File: config.mk
export PLATFORM = sky130hd
export DESIGN_NAME = alu_result_fifo
export DESIGN_NICKNAME = d
export VERILOG_FILES = /design/src/rtl/alu_result_fifo.sv
export SDC_FILE = /design/constraint.sdc
export NUM_CORES = 1
export LEC_CHECK = 0
export ABC_AREA = 1
export CAP_MARGIN = 20
export CORE_MARGIN = 8
export CORE_UTILIZATION = 60
export CTS_BUF_LIST = sky130_fd_sc_hd__clkbuf_4
export DETAILED_ROUTE_END_ITERATION = 8
export PLACE_DENSITY = 0.92
export SLEW_MARGIN = 30
export SYNTH_ARGS = -nofsm -noshare
export SYNTH_HDL_FRONTEND = slang
export SYNTH_SLANG_ARGS = --single-unit
File: constraint.sdc
create_clock -name clk -period 5.2 [get_ports clk]
set_input_delay 0.78 -clock clk [delete_from_list [all_inputs] [get_ports clk]]
set_output_delay 0.78 -clock clk [all_outputs]
set_load 0.05 [all_outputs]
File: src/rtl/alu_result_fifo.sv
// First-word-fall-through result buffer placed after the ALU function units.
// Captures result/opcode with Z/N/C/P flags and delivers them over valid/ready.
module alu_result_fifo #(
    parameter int WIDTH = 8,
    parameter int DEPTH = 4,
    parameter int OPW   = 4
) (
    input  logic                     clk,
    input  logic                     rst_n,
    input  logic                     flush,
    input  logic                     in_valid,
    output logic                     in_ready,
    input  logic [WIDTH-1:0]         in_result,
    input  logic [OPW-1:0]           in_opcode,
    input  logic                     in_carry,
    output logic                     out_valid,
    input  logic                     out_ready,
    output logic [WIDTH-1:0]         out_result,
    output logic [OPW-1:0]           out_opcode,
    output logic [3:0]               out_flags,
    output logic [$clog2(DEPTH):0]   count,
    output logic [15:0]              delivered
);

    localparam int AW = $clog2(DEPTH);
    localparam int CW = AW + 1;

    typedef struct packed {
        logic [WIDTH-1:0] result;
        logic [OPW-1:0]   opcode;
        logic [3:0]       flags;
    } entry_t;

    entry_t        mem [DEPTH];
    entry_t        wr_entry;
    logic [AW-1:0] wr_ptr, rd_ptr;
    logic [AW-1:0] wr_ptr_next, rd_ptr_next;
    logic [CW-1:0] count_next;
    logic [15:0]   delivered_next;
    logic          push, pop;

    // Handshake status comes only from registered occupancy.
    assign in_ready  = (count != CW'(DEPTH));
    assign out_valid = (count != '0);

    assign push = in_valid && in_ready && !flush;
    assign pop  = out_valid && out_ready && !flush;

    // Flags are frozen at capture time: {P, C, N, Z}.
    assign wr_entry.result = in_result;
    assign wr_entry.opcode = in_opcode;
    assign wr_entry.flags  = {^in_result, in_carry, in_result[WIDTH-1], (in_result == '0)};

    // NOTE: every always_comb output gets a default first so no path leaves it unassigned (no latch).
    always_comb begin
        wr_ptr_next    = wr_ptr;
        rd_ptr_next    = rd_ptr;
        count_next     = count;
        delivered_next = delivered;
        if (flush) begin
            wr_ptr_next = '0;
            rd_ptr_next = '0;
            count_next  = '0;
        end else begin
            if (push) wr_ptr_next = wr_ptr + AW'(1);
            if (pop) begin
                rd_ptr_next    = rd_ptr + AW'(1);
                delivered_next = delivered + 16'd1;
            end
            unique case ({push, pop})
                2'b10:   count_next = count + CW'(1);
                2'b01:   count_next = count - CW'(1);
                default: count_next = count;
            endcase
        end
    end

    // NOTE: sequential state uses non-blocking assignments so all registers update together at the edge.
    always_ff @(posedge clk or negedge rst_n) begin
        if (!rst_n) begin
            wr_ptr    <= '0;
            rd_ptr    <= '0;
            count     <= '0;
            delivered <= '0;
        end else begin
            wr_ptr    <= wr_ptr_next;
            rd_ptr    <= rd_ptr_next;
            count     <= count_next;
            delivered <= delivered_next;
        end
    end

    // NOTE: storage is deliberately not reset; occupancy alone decides which entries are meaningful.
    always_ff @(posedge clk) begin
        if (push) mem[wr_ptr] <= wr_entry;
    end

    assign out_result = mem[rd_ptr].result;
    assign out_opcode = mem[rd_ptr].opcode;
    assign out_flags  = mem[rd_ptr].flags;

endmodule

==> results of run 1 <==
==> final timing paths <==
kind / from / to / depth (start not counted)
worst max-delay path: rd_ptr[0]$_DFFE_PN0P_ / out_flags[1] / 4
max in group asynchronous: rst_n / count[0]$_DFFE_PN0P_ / 1
worst max register to register: count[1]$_DFFE_PN0P_ / count[2]$_DFFE_PN0P_ / 11
worst min-delay path: rst_n / delivered[13]$_DFFE_PN0P_ / 1
worst min register to register: delivered[5]$_DFFE_PN0P_ / delivered[5]$_DFFE_PN0P_ / 1
min in group clk: delivered[5]$_DFFE_PN0P_ / delivered[5]$_DFFE_PN0P_ / 1
==> sequential cells by signal, summed over array words and instances, names as in the netlist <==
register / count
wr_ptr: 2
delivered: 16
count: 3
rd_ptr: 2
mem: 60
==> worst max-delay path: stages (launching register included) <==
cell	delay, ns
sky130_fd_sc_hd__dfrtp_1	0.41
sky130_fd_sc_hd__inv_1	0.64
sky130_fd_sc_hd__o21ai_0	0.17
sky130_fd_sc_hd__o22ai_1	0.22
sky130_fd_sc_hd__clkdlybuf4s50_1	0.85
==> kinds of logic after synthesis <==
kind of cell / share of synthesized area [%]
adder cells (fa/ha/maj): 3.538
buffers and inverters: 5.273
AND/OR/NAND/NOR: 16.62
flip-flops: 63.42
XOR/XNOR: 2.336
AO/OA/AOI/OAI: 8.812
==> through the flow <==
stage          utilization (%)  setup WS [ns]  power [mW]
2_1_floorplan                -          2.472       1.537
3_3_place_gp             70.56          2.213       1.824
3_5_place_dp             70.48          2.173       1.852
4_1_cts                  73.10          1.691       2.265
5_1_grt                  73.10          1.519       2.365
6_report                 73.10          1.720       2.254
==> metal layers <==
metal  global-route usage [%]  share of wire, %  wire [microns]
met1                    22.83                40            3218
met2                    32.56                52            4241
met3                    3.937               6.2             502
met4                    8.062               2.1             171
met5                        0                 0               0
==> report_power, final <==
group / internal, mW / switching, mW / total, mW
clock network: 0.202 / 0.214 / 0.415
registers: 0.789 / 0.0796 / 0.868
logic: 0.300 / 0.671 / 0.971
==> cells in the final DEF, fill, tap and decap left out, types with 7 or more instances in the layout <==
cell,synthesis,layout
sky130_fd_sc_hd__edfxtp_1,60,60
sky130_fd_sc_hd__o21ai_0,36,36
sky130_fd_sc_hd__inv_1,34,34
sky130_fd_sc_hd__nor2_1,53,53
sky130_fd_sc_hd__dfrtp_1,23,23
sky130_fd_sc_hd__clkbuf_4,0,10
sky130_fd_sc_hd__o21ai_1,7,7
sky130_fd_sc_hd__ha_1,9,9
sky130_fd_sc_hd__nand2_1,66,66
sky130_fd_sc_hd__clkdlybuf4s50_1,0,53
sky130_fd_sc_hd__o22ai_1,15,15
==> area by class of cell <==
type                            instances  share of cell area (%)
Sequential cell                        83                   52.41
Multi-Input combinational cell        223                   25.88
Timing Repair Buffer                   59                   12.63
Inverter                               40                   3.366
Tap cell                               77                   2.124
Clock inverter                          6                   1.931
Clock buffer                           10                   1.655
==> impl_metrics.json, run 1 <==
{
  "timing.final.crit_share_pct": 66.91,
  "post_synthesis_cell_area_sq_um": 3749,
  "gp_routability_congestion": 0.8884,
  "grt_start_max_net_pins": 33,
  "data_arrival_time_of_the_critical_path_ns": 2.70,
  "cts.reportedPaths.clkPinSlew_ns": 0.13,
  "timing_hold_violations_final": 0,
  "synthesis.area_per_instance_sq_um": 10.53,
  "max-clock-path-buffers": 2,
  "floorplan.core_area_sq_um": 6205,
  "detail_route.drc_violations": 0,
  "synth.yosys.seq_area_share_pct": 63.42,
  "routedWlPerCell_microns": 16.33,
  "fp.dieH_microns": 95.04,
  "totalNegativeSetupSlack_ns": 0,
  "powerDensity_nw_per_um2": 497.0,
  "tritoncts": "built",
  "worst_setup_path_start_kind": "register",
  "share_of_layout_cells_above_drive_strength_1_pct": 8.789,
  "ys_warn_count": 0,
  "worstPathMaxFanout": 30,
  "synth.net_count": 384,
  "avgViaCountPerCell": 5.556,
  "finalWorstPathRequiredPeriod_ns": 3.480,
  "finalHoldWorstSlack_ns": 0.3277,
  "worst_skew_pair.late_latency_ns": 0.41,
  "multi_input_gate_area_in_the_final_layout_sq_um": 1174,
  "yosys-top-cells-area": "sky130_fd_sc_hd__edfxtp_1 (48%), sky130_fd_sc_hd__dfrtp_1 (15%), sky130_fd_sc_hd__nand2_1 (6.6%)",
  "placedCellCount": 482,
  "vdd_ir_drop_max_mv": 0.5277,
  "drv_cap": 0,
  "cts.root.buffer_cell": "sky130_fd_sc_hd__clkbuf_4",
  "design.final.nets": 444,
  "worst_hold_path_type": "in -> async",
  "design.die.area_sq_um": 9033,
  "synth_enable_flop_cells": 60,
  "yosysTopAreaCellShare_pct": 48.06,
  "num_io_pins": 55,
  "grt_usage_pct": 19.00,
  "floorplan.initialDensity_pct": 60.42,
  "timing.fmax_mhz": 287.4,
  "cts-resized-gates": 0,
  "antenna_cells_inserted": 0,
  "cts_hold_repair_buffers": 0,
  "global_route.overflow_total": 0,
  "synth-main-ff-cell": "sky130_fd_sc_hd__edfxtp_1",
  "die_w_microns": 95.04,
  "placement.io_buffers": 54,
  "flow.area_growth_from_synthesis_pct": 20.99,
  "drt_wl_total_microns": 8133,
  "ys_ff_latch": 83,
  "synthArstFlopShare_pct": 27.71,
  "drt_first_iter_violations": 226,
  "worst_slew_pin_slew_ns": 0.8742,
  "antenna_violations_before_repair": 0,
  "stdcell_count": 498,
  "postCtsSetupBuffers": 0,
  "max-slew-margin-rel_pct": 41.66,
  "grt_setup_unrepaired": "no",
  "worst-endpoint-required_ns": 4.42,
  "post_route_cell_area_sq_um": 4536,
  "grt_first_pass_wirelength_microns": 13140,
  "fill_cells": 420,
  "yosys.area.top_type": "sky130_fd_sc_hd__edfxtp_1",
  "run_status": "finished, final reports clean",
  "setup_viol": 0,
  "cts-buffers-inserted": 9,
  "p_leak_nw": 1.781,
  "regToRegSetupSlack_ns": 3.30,
  "placement.cell_area_sq_um": 4373,
  "worst_setup_path_end_kind": "primary output",
  "clock-sinks": 83,
  "post_synth_inst_count": 356,
  "dp_hpwl_microns": 5535,
  "number_of_global_route_vias_before_repair": 2731,
  "post-synth-top-count-cell": "sky130_fd_sc_hd__nand2_1",
  "final.setup_skew_ns": 0.01453,
  "timing.final.max_slew_violations": 0,
  "path_class": "reg -> out",
  "cts-htree-levels": 3,
  "rows": 29,
  "yosys.cell_types.count": 28,
  "route.vias.total": 2767,
  "detailedRoute.firstPassIterationCount": 5,
  "yosys-top-cells-count": "sky130_fd_sc_hd__nand2_1 (66), sky130_fd_sc_hd__edfxtp_1 (60), sky130_fd_sc_hd__nor2_1 (53), sky130_fd_sc_hd__o21ai_0 (36), sky130_fd_sc_hd__inv_1 (34)",
  "area.sequential_sq_um": 2377,
  "antenna_left": 0
}
Power figures use the tool's default switching activity.
==> run 2: changes to the inputs <==
CORE_UTILIZATION = 56   (was 60)
PLACE_DENSITY = 0.87   (was 0.92)
clock period = 3.4 ns   (was 5.2 ns; I/O delays follow)
==> impl_metrics.json, run 2 (synthesis gave the netlist of run 1 again) <==
{
  "worst_skew_pair.late_latency_ns": 0.43,
  "detail_route.drc_violations": 0,
  "finalHoldWorstSlack_ns": 0.04386,
  "flow.area_growth_from_synthesis_pct": 19.96,
  "largest_register_ffs": 60,
  "grt_start_max_net_pins": 33,
  "max-slew-margin-rel_pct": 48.99,
  "max-clock-path-buffers": 2,
  "design.die.area_sq_um": 9568,
  "power.clock.fraction_pct": 14.7,
  "worstPathMaxFanout": 27,
  "data_arrival_time_of_the_critical_path_ns": 2.61,
  "timing.final.max_slew_violations": 0,
  "detailedRoute.firstPassIterationCount": 5,
  "power.share.combinational_pct": 45.2,
  "global_route.overflow_total": 0,
  "setup_viol": 0,
  "r2r_start": "count[1]$_DFFE_PN0P_",
  "cts.reportedPaths.clkPinSlew_ns": 0.13,
  "gp_routability_congestion": 0.8294,
  "stdcell_count": 502,
  "layout.cells.most_common": "sky130_fd_sc_hd__nand2_1",
  "swShare_pct": 45.06,
  "clock-sinks": 83,
  "placement.io_buffers": 54,
  "dp_hpwl_microns": 5458,
  "drt_first_iter_violations": 170,
  "fp.dieH_microns": 97.82,
  "finalWorstPathRequiredPeriod_ns": 3.124,
  "share_of_layout_cells_above_drive_strength_1_pct": 9.479,
  "grt_usage_pct": 17.23,
  "final.setup_skew_ns": 0.01515,
  "cts.root.buffer_cell": "sky130_fd_sc_hd__clkbuf_4",
  "tritoncts": "built",
  "antenna_cells_inserted": 0,
  "top_register": "mem",
  "cp-startpoint": "rd_ptr[0]$_DFFE_PN0P_",
  "placedCellCount": 487,
  "timing.fmax_mhz": 320.1,
  "postCtsSetupBuffers": 0,
  "num_io_pins": 55,
  "powerDensity_nw_per_um2": 734.8,
  "timing.final.crit_share_pct": 91.88,
  "antenna_violations_before_repair": 0,
  "design.final.nets": 446,
  "multi_input_gate_area_in_the_final_layout_sq_um": 1174,
  "fill_cells": 466,
  "antenna_left": 0,
  "critical_path.slowest_cell": "sky130_fd_sc_hd__clkdlybuf4s50_1",
  "cts_hold_repair_buffers": 0,
  "cts-buffers-inserted": 9,
  "max_stage_delay_ns": 0.84,
  "die_w_microns": 97.82,
  "routedWlPerCell_microns": 15.73,
  "power_frac_seq_pct": 40.1,
  "cts-htree-levels": 3,
  "timing_hold_violations_final": 0,
  "number_of_global_route_vias_before_repair": 2776,
  "net-switching-power_mw": 1.489,
  "vdd_ir_drop_max_mv": 0.3497,
  "worst_setup_path_end_kind": "primary output",
  "floorplan.initialDensity_pct": 56.42,
  "final_cell_mix": "sky130_fd_sc_hd__nand2_1 (66), sky130_fd_sc_hd__edfxtp_1 (60), sky130_fd_sc_hd__nor2_1 (53)",
  "worst_hold_path_type": "in -> async",
  "rows": 30,
  "route.vias.total": 2709,
  "drv_cap": 0,
  "grt_first_pass_wirelength_microns": 13230,
  "p_leak_nw": 1.760,
  "grt_setup_unrepaired": "no",
  "path_class": "reg -> out",
  "crit_chain": "inv_1 -> o21ai_0 -> o22ai_1 -> clkdlybuf4s50_1",
  "total_power_mw": 3.304,
  "floorplan.core_area_sq_um": 6644,
  "cts-resized-gates": 0,
  "worst-endpoint-required_ns": 2.89,
  "worst_slew_pin_slew_ns": 0.7644,
  "area.sequential_sq_um": 2377,
  "avgViaCountPerCell": 5.396,
  "top_regs": "mem: 60 flops, delivered: 16 flops, count: 3 flops",
  "intPower_mw": 1.815,
  "drt_wl_total_microns": 7897,
  "totalNegativeSetupSlack_ns": 0,
  "run_status": "finished, final reports clean",
  "worst_setup_path_start_kind": "register"
}
==> run 2: cell count changes in the layout (fill, tap and decap cells not counted) <==
| cell | before | now |
|---|---|---|
| sky130_fd_sc_hd__clkdlybuf4s50_1 | 53 | 51 |
| sky130_fd_sc_hd__bufinv_16 | 2 | 0 |
| sky130_fd_sc_hd__buf_4 | 5 | 9 |
| sky130_fd_sc_hd__clkinvlp_4 | 0 | 2 |
| sky130_fd_sc_hd__clkbuf_4 | 10 | 9 |
==> run 2: final timing paths <==
check | end | slack, ns | cells after the start
min reg2reg | delivered[5]$_DFFE_PN0P_ | 0.53 | 1
min | delivered[7]$_DFFE_PN0P_ | 0.04 | 1
max | out_result[6] | 0.28 | 4
min in group clk | delivered[5]$_DFFE_PN0P_ | 0.53 | 1
max in group asynchronous | delivered[0]$_DFFE_PN0P_ | 3.00 | 1
max reg2reg | count[2]$_DFFE_PN0P_ | 1.52 | 11
==> run 2: final cells by class <==
class                           instances  share of cell area, %
Sequential cell                        83                  52.87
Tap cell                               80                  2.226
Clock buffer                            9                  1.503
Timing Repair Buffer                   61                  12.97
Inverter                               40                  3.395
Multi-Input combinational cell        223                  26.10
Clock inverter                          6                 0.9460
==> run 2: power groups by stage <==
stage	clock, mW	sequential [mW]	combinational (mW)
finish	0.485	1.32	1.49
global route	0.534	1.34	1.60
CTS	0.487	1.32	1.50
detailed placement	0	1.35	1.50
global placement	0	1.34	1.46
floorplan	0	1.54	0.806
==> run 2: per-layer routing <==
| metal | up-vias | track usage, % | wire (microns) |
|---|---|---|---|
| met5 | - | 0 | 0 |
| met4 | 0 | 8.873 | 127 |
| met3 | 10 | 3.343 | 426 |
| met2 | 80 | 28.94 | 3992 |
| met1 | 1295 | 20.59 | 3350 |
| li1 | 1324 | - | - |
==> run 2: through the flow <==
stage          instance area, sq um  utilization (%)  setup slack, ns
2_1_floorplan                  3749                -           0.9120
3_3_place_gp                   4392            66.10           0.7837
3_5_place_dp                   4387            66.03           0.7556
4_1_cts                        4497            67.68           0.2706
5_1_grt                        4497            67.68          0.07812
6_report                       4497            67.68           0.2760
==> run 2: worst max-delay path: cells and delay by family, from the launching register on <==
family / cells / cell delay [ns]
AO/OA/AOI/OAI: 2 / 0.40
buffers and inverters: 2 / 1.40
flip-flops: 1 / 0.39
==> run 3: changes to the inputs <==
SLEW_MARGIN = 0   (was 30)
==> impl_metrics.json, run 3 (synthesis gave the netlist of run 1 again) <==
{
  "run_status": "finished, final reports clean",
  "timing_hold_violations_final": 0,
  "totalNegativeSetupSlack_ns": 0,
  "path_class": "reg -> out",
  "flow.area_growth_from_synthesis_pct": 20.83,
  "cts.root.buffer_cell": "sky130_fd_sc_hd__clkbuf_4",
  "max-slew-margin-rel_pct": 48.13,
  "largest_register_ffs": 60,
  "layout.cells.most_common": "sky130_fd_sc_hd__nand2_1",
  "worst_setup_path_start_kind": "register",
  "max_stage_delay_ns": 0.84,
  "timing.critical_path.buf_inv": 2,
  "antenna_left": 0,
  "final.setup_skew_ns": 0.01641,
  "cts_hold_repair_buffers": 0,
  "route.vias.total": 2688,
  "worst_skew_pair.late_latency_ns": 0.43,
  "dp_hpwl_microns": 5449,
  "multi_input_gate_area_in_the_final_layout_sq_um": 1174,
  "timing.final.max_slew_violations": 0,
  "worst-r2r-cell-count": 11,
  "r2r_start": "count[1]$_DFFE_PN0P_",
  "global_route.overflow_total": 0,
  "design.final.nets": 447,
  "share_of_layout_cells_above_drive_strength_1_pct": 9.456,
  "cpLargestDelayFamily": "buffers and inverters",
  "worst_hold_path_type": "in -> async",
  "die_w_microns": 97.82,
  "preCtsSetupSlack_ns": 0.7539,
  "worstPathMaxFanout": 27,
  "grt_setup_unrepaired": "no",
  "drt_first_iter_violations": 151,
  "rows": 30,
  "crit_chain": "inv_1 -> o21ai_0 -> o22ai_1 -> clkdlybuf4s50_1",
  "stdcell_count": 503,
  "floorplan.initialDensity_pct": 56.42,
  "gp_routability_congestion": 0.8294,
  "cts.reportedPaths.clkPinSlew_ns": 0.12,
  "drt_wl_total_microns": 7865,
  "placedCellCount": 487,
  "worst-endpoint-required_ns": 2.89,
  "placement.cell_area_sq_um": 4392,
  "detail_route.drc_violations": 0,
  "avgViaCountPerCell": 5.344,
  "detailedRoute.firstPassIterationCount": 4,
  "num_io_pins": 55,
  "area.sequential_sq_um": 2377,
  "critical_path.slowest_cell": "sky130_fd_sc_hd__clkdlybuf4s50_1",
  "antenna_cells_inserted": 0,
  "cts-htree-levels": 3,
  "cts-buffers-inserted": 9,
  "vdd_ir_drop_max_mv": 0.3568,
  "clock-sinks": 83,
  "grt_usage_pct": 17.03,
  "routedWlPerCell_microns": 15.64,
  "grt_start_max_net_pins": 33,
  "regToRegSetupSlack_ns": 1.52,
  "drv_cap": 0,
  "final_critical_path_setup_slack_ns": 0.2742,
  "fp.dieH_microns": 97.82,
  "worst_slew_pin_slew_ns": 0.7772,
  "max-clock-path-buffers": 2,
  "p_leak_nw": 1.773,
  "crit-reg2reg-capture": "count[2]$_DFFE_PN0P_",
  "placement.io_buffers": 54,
  "number_of_global_route_vias_before_repair": 2744,
  "grt_first_pass_wirelength_microns": 13050,
  "postCtsSetupBuffers": 0,
  "design.die.area_sq_um": 9568,
  "timing.fmax_mhz": 319.9,
  "worst_setup_path_end_kind": "primary output",
  "data_arrival_time_of_the_critical_path_ns": 2.62,
  "top_register": "mem",
  "finalWorstPathRequiredPeriod_ns": 3.126,
  "antenna_violations_before_repair": 0,
  "fill_cells": 461,
  "post_route_cell_area_sq_um": 4529,
  "powerDensity_nw_per_um2": 729.2,
  "final_cell_mix": "sky130_fd_sc_hd__nand2_1 (66), sky130_fd_sc_hd__edfxtp_1 (60), sky130_fd_sc_hd__nor2_1 (53)",
  "top_regs": "mem: 60 flops, delivered: 16 flops, count: 3 flops",
  "setup_viol": 0,
  "tritoncts": "built",
  "timing.final.crit_share_pct": 91.94,
  "floorplan.core_area_sq_um": 6644,
  "cts-resized-gates": 0
}
[run 3: cell count changes in the layout (fill, tap and decap cells not counted)]
cell,previous run,this run
sky130_fd_sc_hd__buf_2,1,0
sky130_fd_sc_hd__clkdlybuf4s50_1,51,52
sky130_fd_sc_hd__buf_16,0,1
[run 3: worst max path at each step]
stage | start | endpoint | slack [ns] | depth (start not counted)
finish | rd_ptr[0]$_DFFE_PN0P_ | out_result[6] | 0.27 | 4
floorplan | count[1]$_DFFE_PN0P_ | mem[0][0]$_DFFE_PP_ | 0.91 | 6
CTS | rd_ptr[0]$_DFFE_PN0P_ | out_flags[0] | 0.27 | 4
global route | rd_ptr[0]$_DFFE_PN0P_ | out_flags[3] | 0.09 | 4
global placement | rd_ptr[0]$_DFFE_PN0P_ | out_flags[0] | 0.78 | 4
detailed placement | rd_ptr[0]$_DFFE_PN0P_ | out_flags[3] | 0.75 | 4
[run 3: where the power goes]
group          total (mW)  internal (mW)  switching (mW)  leakage [nW]
Clock               0.481          0.147           0.333        0.0582
Combinational        1.50          0.465            1.03         0.874
Sequential           1.32           1.21           0.118         0.841
Total                3.30           1.82            1.48          1.77
[run 3: layout make-up]
class	count	share of cell area (%)
Clock inverter	6	0.9392
Inverter	40	3.370
Multi-Input combinational cell	223	25.91
Tap cell	80	2.210
Timing Repair Buffer	62	13.59
Sequential cell	83	52.49
Clock buffer	9	1.492
[run 3: worst reg2reg max path, delay by kind of cell, from the launching register on]
kind / cells / cell delay (ns)
and+or+nand+nor: 6 / 0.51
adders and majority gates: 1 / 0.38
AOI/OAI and AO/OA: 1 / 0.10
buffers and inverters: 2 / 0.12
xor gates and xnor gates: 1 / 0.21
DFF: 1 / 0.48
[run 3: metal layers]
| layer | track usage [%] | vias up | wire length, microns |
|---|---|---|---|
| li1 | - | 1322 | - |
| met1 | 20.60 | 1291 | 3454 |
| met2 | 28.57 | 62 | 3968 |
| met3 | 3.201 | 13 | 311 |
| met4 | 8.393 | 0 | 131 |
| met5 | 0 | - | 0 |
[run 3: per-stage QoR]
step                hold WS (ns)  util, %  total power [mW]
finish                    0.3252    68.17             3.303
global route              0.3149    68.17             3.473
CTS                       0.5312    67.76             3.312
detailed placement        0.5119    66.10             2.843
global placement          0.5049    66.10             2.801
floorplan                 0.2144        -             2.351
==> RTL change 1, RTL diff (config.mk and constraints of run 3) <==
Put one more register stage on the output `delivered`. The value now appears one clock later. The other outputs are not delayed to match.
--- a/src/rtl/alu_result_fifo.sv
+++ b/src/rtl/alu_result_fifo.sv
@@ -31,6 +31,8 @@
         logic [3:0]       flags;
     } entry_t;
 
+    logic [15:0] delivered_s0;
+
     entry_t        mem [DEPTH];
     entry_t        wr_entry;
     logic [AW-1:0] wr_ptr, rd_ptr;
@@ -56,7 +58,7 @@
         wr_ptr_next    = wr_ptr;
         rd_ptr_next    = rd_ptr;
         count_next     = count;
-        delivered_next = delivered;
+        delivered_next = delivered_s0;
         if (flush) begin
             wr_ptr_next = '0;
             rd_ptr_next = '0;
@@ -65,7 +67,7 @@
             if (push) wr_ptr_next = wr_ptr + AW'(1);
             if (pop) begin
                 rd_ptr_next    = rd_ptr + AW'(1);
-                delivered_next = delivered + 16'd1;
+                delivered_next = delivered_s0 + 16'd1;
             end
             unique case ({push, pop})
                 2'b10:   count_next = count + CW'(1);
@@ -81,12 +83,12 @@
             wr_ptr    <= '0;
             rd_ptr    <= '0;
             count     <= '0;
-            delivered <= '0;
+            delivered_s0 <= '0;
         end else begin
             wr_ptr    <= wr_ptr_next;
             rd_ptr    <= rd_ptr_next;
             count     <= count_next;
-            delivered <= delivered_next;
+            delivered_s0 <= delivered_next;
         end
     end
 
@@ -99,5 +101,9 @@
     assign out_opcode = mem[rd_ptr].opcode;
     assign out_flags  = mem[rd_ptr].flags;
 
+    always_ff @(posedge clk) begin
+        delivered <= delivered_s0;
+    end
+
 endmodule
 
Behaviour: not the same (a bounded check fails within 4 cycles, from zero or initial values and one cycle with rst_n low).
==> RTL change 1 against run 3 <==
Final area rose by 8.6%; wire length rose by 5.0%; combinational power rose by 5%; clock skew rose by 0.0060 ns; worst setup slack got worse by 0.080 ns; fmax fell by 2.5%; sequential cell count rose by 16; total power rose by 13%; synthesized area rose by 9.7%; sequential power rose by 21%; synthesized cell count rose by 2.0%; global-route usage fell by 0.17 points; worst hold slack got worse by 0.026 ns; critical path type unchanged.
==> RTL change 1: results (changes against run 3) <==
{| class="wikitable"
! Metric !! Value
|-
| Outcome || finished clean
|-
| Buffer count from post-CTS setup fixing || 0 (unchanged)
|-
| Worst-Skew Late Latency || 0.44 ns
|-
| Syn. warnings || 0 (unchanged)
|-
| TritonCTS Buffers || 9 (unchanged)
|-
| Cell area after placement || 4770 µm² (+8.6%)
|-
| Share of flip-flops with an asynchronous set or reset || 0.232 (-0.0448)
|-
| Worst min-delay path class || input port to async pin
|-
| Number of global-route vias before repair || 2863 (+4.3%)
|-
| Number of H-tree levels || 3 (unchanged)
|-
| Final WL || 8260 µm (+5.0%)
|-
| Final layout net count || 453 (+1.3%)
|-
| Initial antenna violation count || 0 (unchanged)
|-
| Resized cells post-CTS || 0 (unchanged)
|-
| Largest vdd supply drop || 0.553 mV (+55%)
|-
| Clock input transition at the sequential cells of the worst setup and hold paths || 0.15 ns (+0.03 ns)
|-
| Global-route wire length before repair || 13400 µm (+2.6%)
|-
| CTS root buf || sky130_fd_sc_hd__clkbuf_4
|-
| Post-synth top cells || sky130_fd_sc_hd__edfxtp_1, sky130_fd_sc_hd__nand2_1, sky130_fd_sc_hd__nor2_1, sky130_fd_sc_hd__inv_1, sky130_fd_sc_hd__o21ai_0
|-
| Placed wire-length estimate after detailed placement || 5720 µm (+4.9%)
|-
| Global router's overall resource usage || 0.169 (-0.00167)
|-
| Portion of the post-synthesis area used by sequential elements || 0.656 (+0.0215)
|-
| Layout cells sized above 1 || 0.116 (+0.0217)
|-
| Pin slew with the least headroom to its limit || 0.619 ns (-0.158 ns)
|-
| Ant diodes || 0 (unchanged)
|-
| Final Wtd Congestion || 0.830 (+0.12%)
|-
| Post-synth EDFFs || 60 (unchanged)
|-
| Largest registers || mem (60), delivered (16), delivered_s0 (16)
|-
| Final clock skew || 0.0224 ns (+0.00602 ns)
|-
| Overall via count from detail_route || 2766 (+2.9%)
|-
| Maximum number of pins on one net before global-route repair || 33 (unchanged)
|-
| IO Port Bufs || 54 (unchanged)
|-
| Number of violations reported at the end of detailed-routing iteration 0 || 134 (-11%)
|-
| DR pass1 iterations || 4 (unchanged)
|-
| Leakage Power || 1.90 nW (+7.0%)
|-
| Crit-path slowest cell || sky130_fd_sc_hd__clkdlybuf4s50_1
|-
| Buffer depth of the longest clock path || 2 (unchanged)
|-
| Syn Nets || 391 (+1.8%)
|-
| Largest stage delay on the critical path || 0.86 ns (+0.02 ns)
|-
| Top cells by area in the synthesized netlist || sky130_fd_sc_hd__edfxtp_1, sky130_fd_sc_hd__dfrtp_1, sky130_fd_sc_hd__dfxtp_1
|-
| Biggest fanout along the worst timing path || 17 (-37%)
|-
| Post-synthesis cell type count || 31 (+11%)
|-
| Filler cell count || 510 (+11%)
|}
==> RTL change 1: worst paths after layout <==
check,slack (ns),cells past startpoint,end,startpoint
worst min register to register,0.42,0,delivered[11],delivered_s0[11]
worst max-delay path,0.19,4,out_flags[0],rd_ptr[1]
worst max register to register,1.22,7,mem[1][13],count[0]
worst min-delay path,0.30,1,delivered_s0[13],rst_n
max in group asynchronous,2.68,2,delivered_s0[2],rst_n
min in group clk,0.42,0,delivered[11],delivered_s0[11]
==> RTL change 1: cells by family after synthesis <==
family,after synthesis,synth area share
xor+xnor,14,0.0298
compound gates,58,0.0839
fa+ha+maj,10,0.0322
simple gates,136,0.151
buf+inv,46,0.0468
flops,99,0.656
==> RTL change 1: area by class of cell <==
cell class / instances / area (µm²) / share of cell area
Timing Repair Buffer: 61 / 613 / 0.125
Clock inverter: 5 / 38.8 / 0.00788
Multi-Input combinational cell: 218 / 1220 / 0.249
Inverter: 36 / 140 / 0.0285
Tap cell: 99 / 124 / 0.0252
Sequential cell: 99 / 2700 / 0.548
Clock buffer: 11 / 82.6 / 0.0168
==> RTL change 1: where the power goes <==
group	leakage, nW	internal (mW)	switching, mW
clock network	0.0636	0.171	0.376
registers	0.981	1.46	0.142
logic	0.853	0.499	1.08
total	1.90	2.13	1.60
==> RTL change 1: layer usage <==
layer	up-vias	share of wire	global-route usage
met5	-	0	0
li1	1346	-	-
met2	69	0.52	0.288
met1	1342	0.42	0.190
met3	9	0.042	0.0488
met4	0	0.015	0.0790
==> RTL change 1: critical path, delay by kind of cell, from the launching register on <==
family / cells / cell delay, ns
buffers and inverters: 2 / 1.30
AOI/OAI and AO/OA: 2 / 0.37
DFF: 1 / 0.59
==> RTL change 1: per-stage QoR <==
stage	instances	total power, mW	util	worst slack, ns
CTS	528	3.75	0.682	0.174
detailed placement	512	3.21	0.665	0.676
global route	529	3.91	0.686	0.00137
finish	529	3.73	0.686	0.195
global placement	512	3.16	0.665	0.789
floorplan	363	2.70	-	0.897
==> RTL change 2, RTL diff (flow settings as in run 3) <==
Without the edit above. `DEPTH`: 4 -> 16.
--- a/src/rtl/alu_result_fifo.sv
+++ b/src/rtl/alu_result_fifo.sv
@@ -2,7 +2,7 @@
 // Captures result/opcode with Z/N/C/P flags and delivers them over valid/ready.
 module alu_result_fifo #(
     parameter int WIDTH = 8,
-    parameter int DEPTH = 4,
+    parameter int DEPTH = 16,
     parameter int OPW   = 4
 ) (
     input  logic                     clk,
Ports: changed (resized count); port bits go from 55 to 57. The function was not compared with the original's and may differ.
==> RTL change 2 against run 3 <==
First-iteration DRC count increased to 6.4 times the old value; largest cell class unchanged; total power grew to 2.9 times the old value; die area rose to 2.6 times the old value; final area increased to 2.9 times the old value; synthesized area rose to 3.0 times the old value; wire length increased to 3.5 times the old value; via count increased to 3.0 times the old value; worst setup slack got worse by 0.087 ns; critical path depth is 4 higher; sequential cell count increased by 186.
==> RTL change 2: results (changes against run 3) <==
{| class="wikitable"
! Metric !! Value
|-
| Met1 track demand over resource in global routing || 0.274 (+0.0676)
|-
| Outcome || finished clean
|-
| Maximum number of pins on one net before global-route repair || 138 (+320%)
|-
| Reported net switching power || 3.50 mW (+140%)
|-
| DR pass1 iterations || 8 (+4)
|-
| Met2 track utilization from global routing || 0.376 (+0.0908)
|-
| Portion of the post-synthesis area used by sequential elements || 0.704 (+0.0697)
|-
| Final Wtd Congestion || 0.848 (+2.3%)
|-
| Post-synth EDFFs || 240 (+300%)
|-
| Global-route wire length before repair || 42500 µm (+230%)
|-
| Crit-path slowest cell || sky130_fd_sc_hd__dfrtp_1
|-
| Top cells by area in the synthesized netlist || sky130_fd_sc_hd__edfxtp_1, sky130_fd_sc_hd__dfrtp_1, sky130_fd_sc_hd__nand2_1
|-
| Setup Slack @ Placement || 0.533 ns (-0.221 ns)
|-
| Worst-Skew Late Latency || 0.69 ns (+0.26 ns)
|-
| Placed wire-length estimate after detailed placement || 16300 µm (+200%)
|-
| Post-synthesis cell type count || 33 (+18%)
|-
| Final Instance Count excl. Fillers || 1380 (+170%)
|-
| Global router's overall resource usage || 0.227 (+0.0570)
|-
| Syn Nets || 973 (+150%)
|-
| Arrival @ worst endpoint || 2.70 ns (+0.08 ns)
|-
| Share of flip-flops with an asynchronous set or reset || 0.108 (-0.169)
|-
| Power consumed by combinational cells || 3.05 mW (+100%)
|-
| TritonCTS Buffers || 67 (+58)
|-
| Number of violations reported at the end of detailed-routing iteration 0 || 963 (+540%)
|-
| Synth-to-layout area growth || 17.3%
|-
| Largest stage delay on the critical path || 0.67 ns (-0.17 ns)
|}
==> RTL change 2: cell types whose count changed after synthesis, sizes merged, moves of 7 or more <==
| cell | change |
|---|---|
| edfxtp | +180 |
| nand2 | +102 |
| nor2 | +64 |
| o21ai | +59 |
| nand3 | +48 |
| a21oi | +34 |
| buf | +28 |
| o211ai | +22 |
| nand4 | +18 |
| inv | +9 |
| o22ai | -7 |
==> RTL change 2: what timing repair did <==
item	4_1_cts	5_1_grt
cloned	0	0
hold buffers	0	0
gates resized for setup	1	3
endpoints found under the setup margin	1	14
==> RTL change 2: logic make-up after synthesis <==
kind of cell / after synthesis / synth area share
adder cells (fa/ha/maj): 14 / 0.0162
XOR/XNOR: 17 / 0.0132
AND/OR/NAND/NOR: 379 / 0.149
flip-flops: 269 / 0.704
AO/OA/AOI/OAI: 169 / 0.0823
buffers and inverters: 93 / 0.0358
==> RTL change 2: path summary, 6_finish.rpt <==
path,slack (ns),depth (start not counted),end,startpoint
max,0.19,8,out_result[1],rd_ptr[2]
max reg2reg,1.10,15,count[4],count[0]
min reg2reg,0.52,1,delivered[7],delivered[7]
min in group clk,0.48,1,mem[2][10],in_result[2]
min,0.10,1,delivered[3],rst_n
max in group asynchronous,2.90,2,delivered[4],rst_n
==> RTL change 2: per-layer routing <==
| metal | vias up | part of all wire |
|---|---|---|
| li1 | 3622 | - |
| met1 | 3780 | 0.35 |
| met2 | 494 | 0.50 |
| met3 | 91 | 0.11 |
| met4 | 0 | 0.038 |
| met5 | - | 0 |
==> RTL change 2: final cells by class <==
cell class / count / area share
clock buffers: 95 / 0.0539
multi-input cells: 579 / 0.222
flip-flops and latches: 269 / 0.600
well taps: 270 / 0.0255
diodes: 1 / 0.000189
repair buffers: 96 / 0.0721
inverters: 49 / 0.0144
clock inverters: 21 / 0.0115
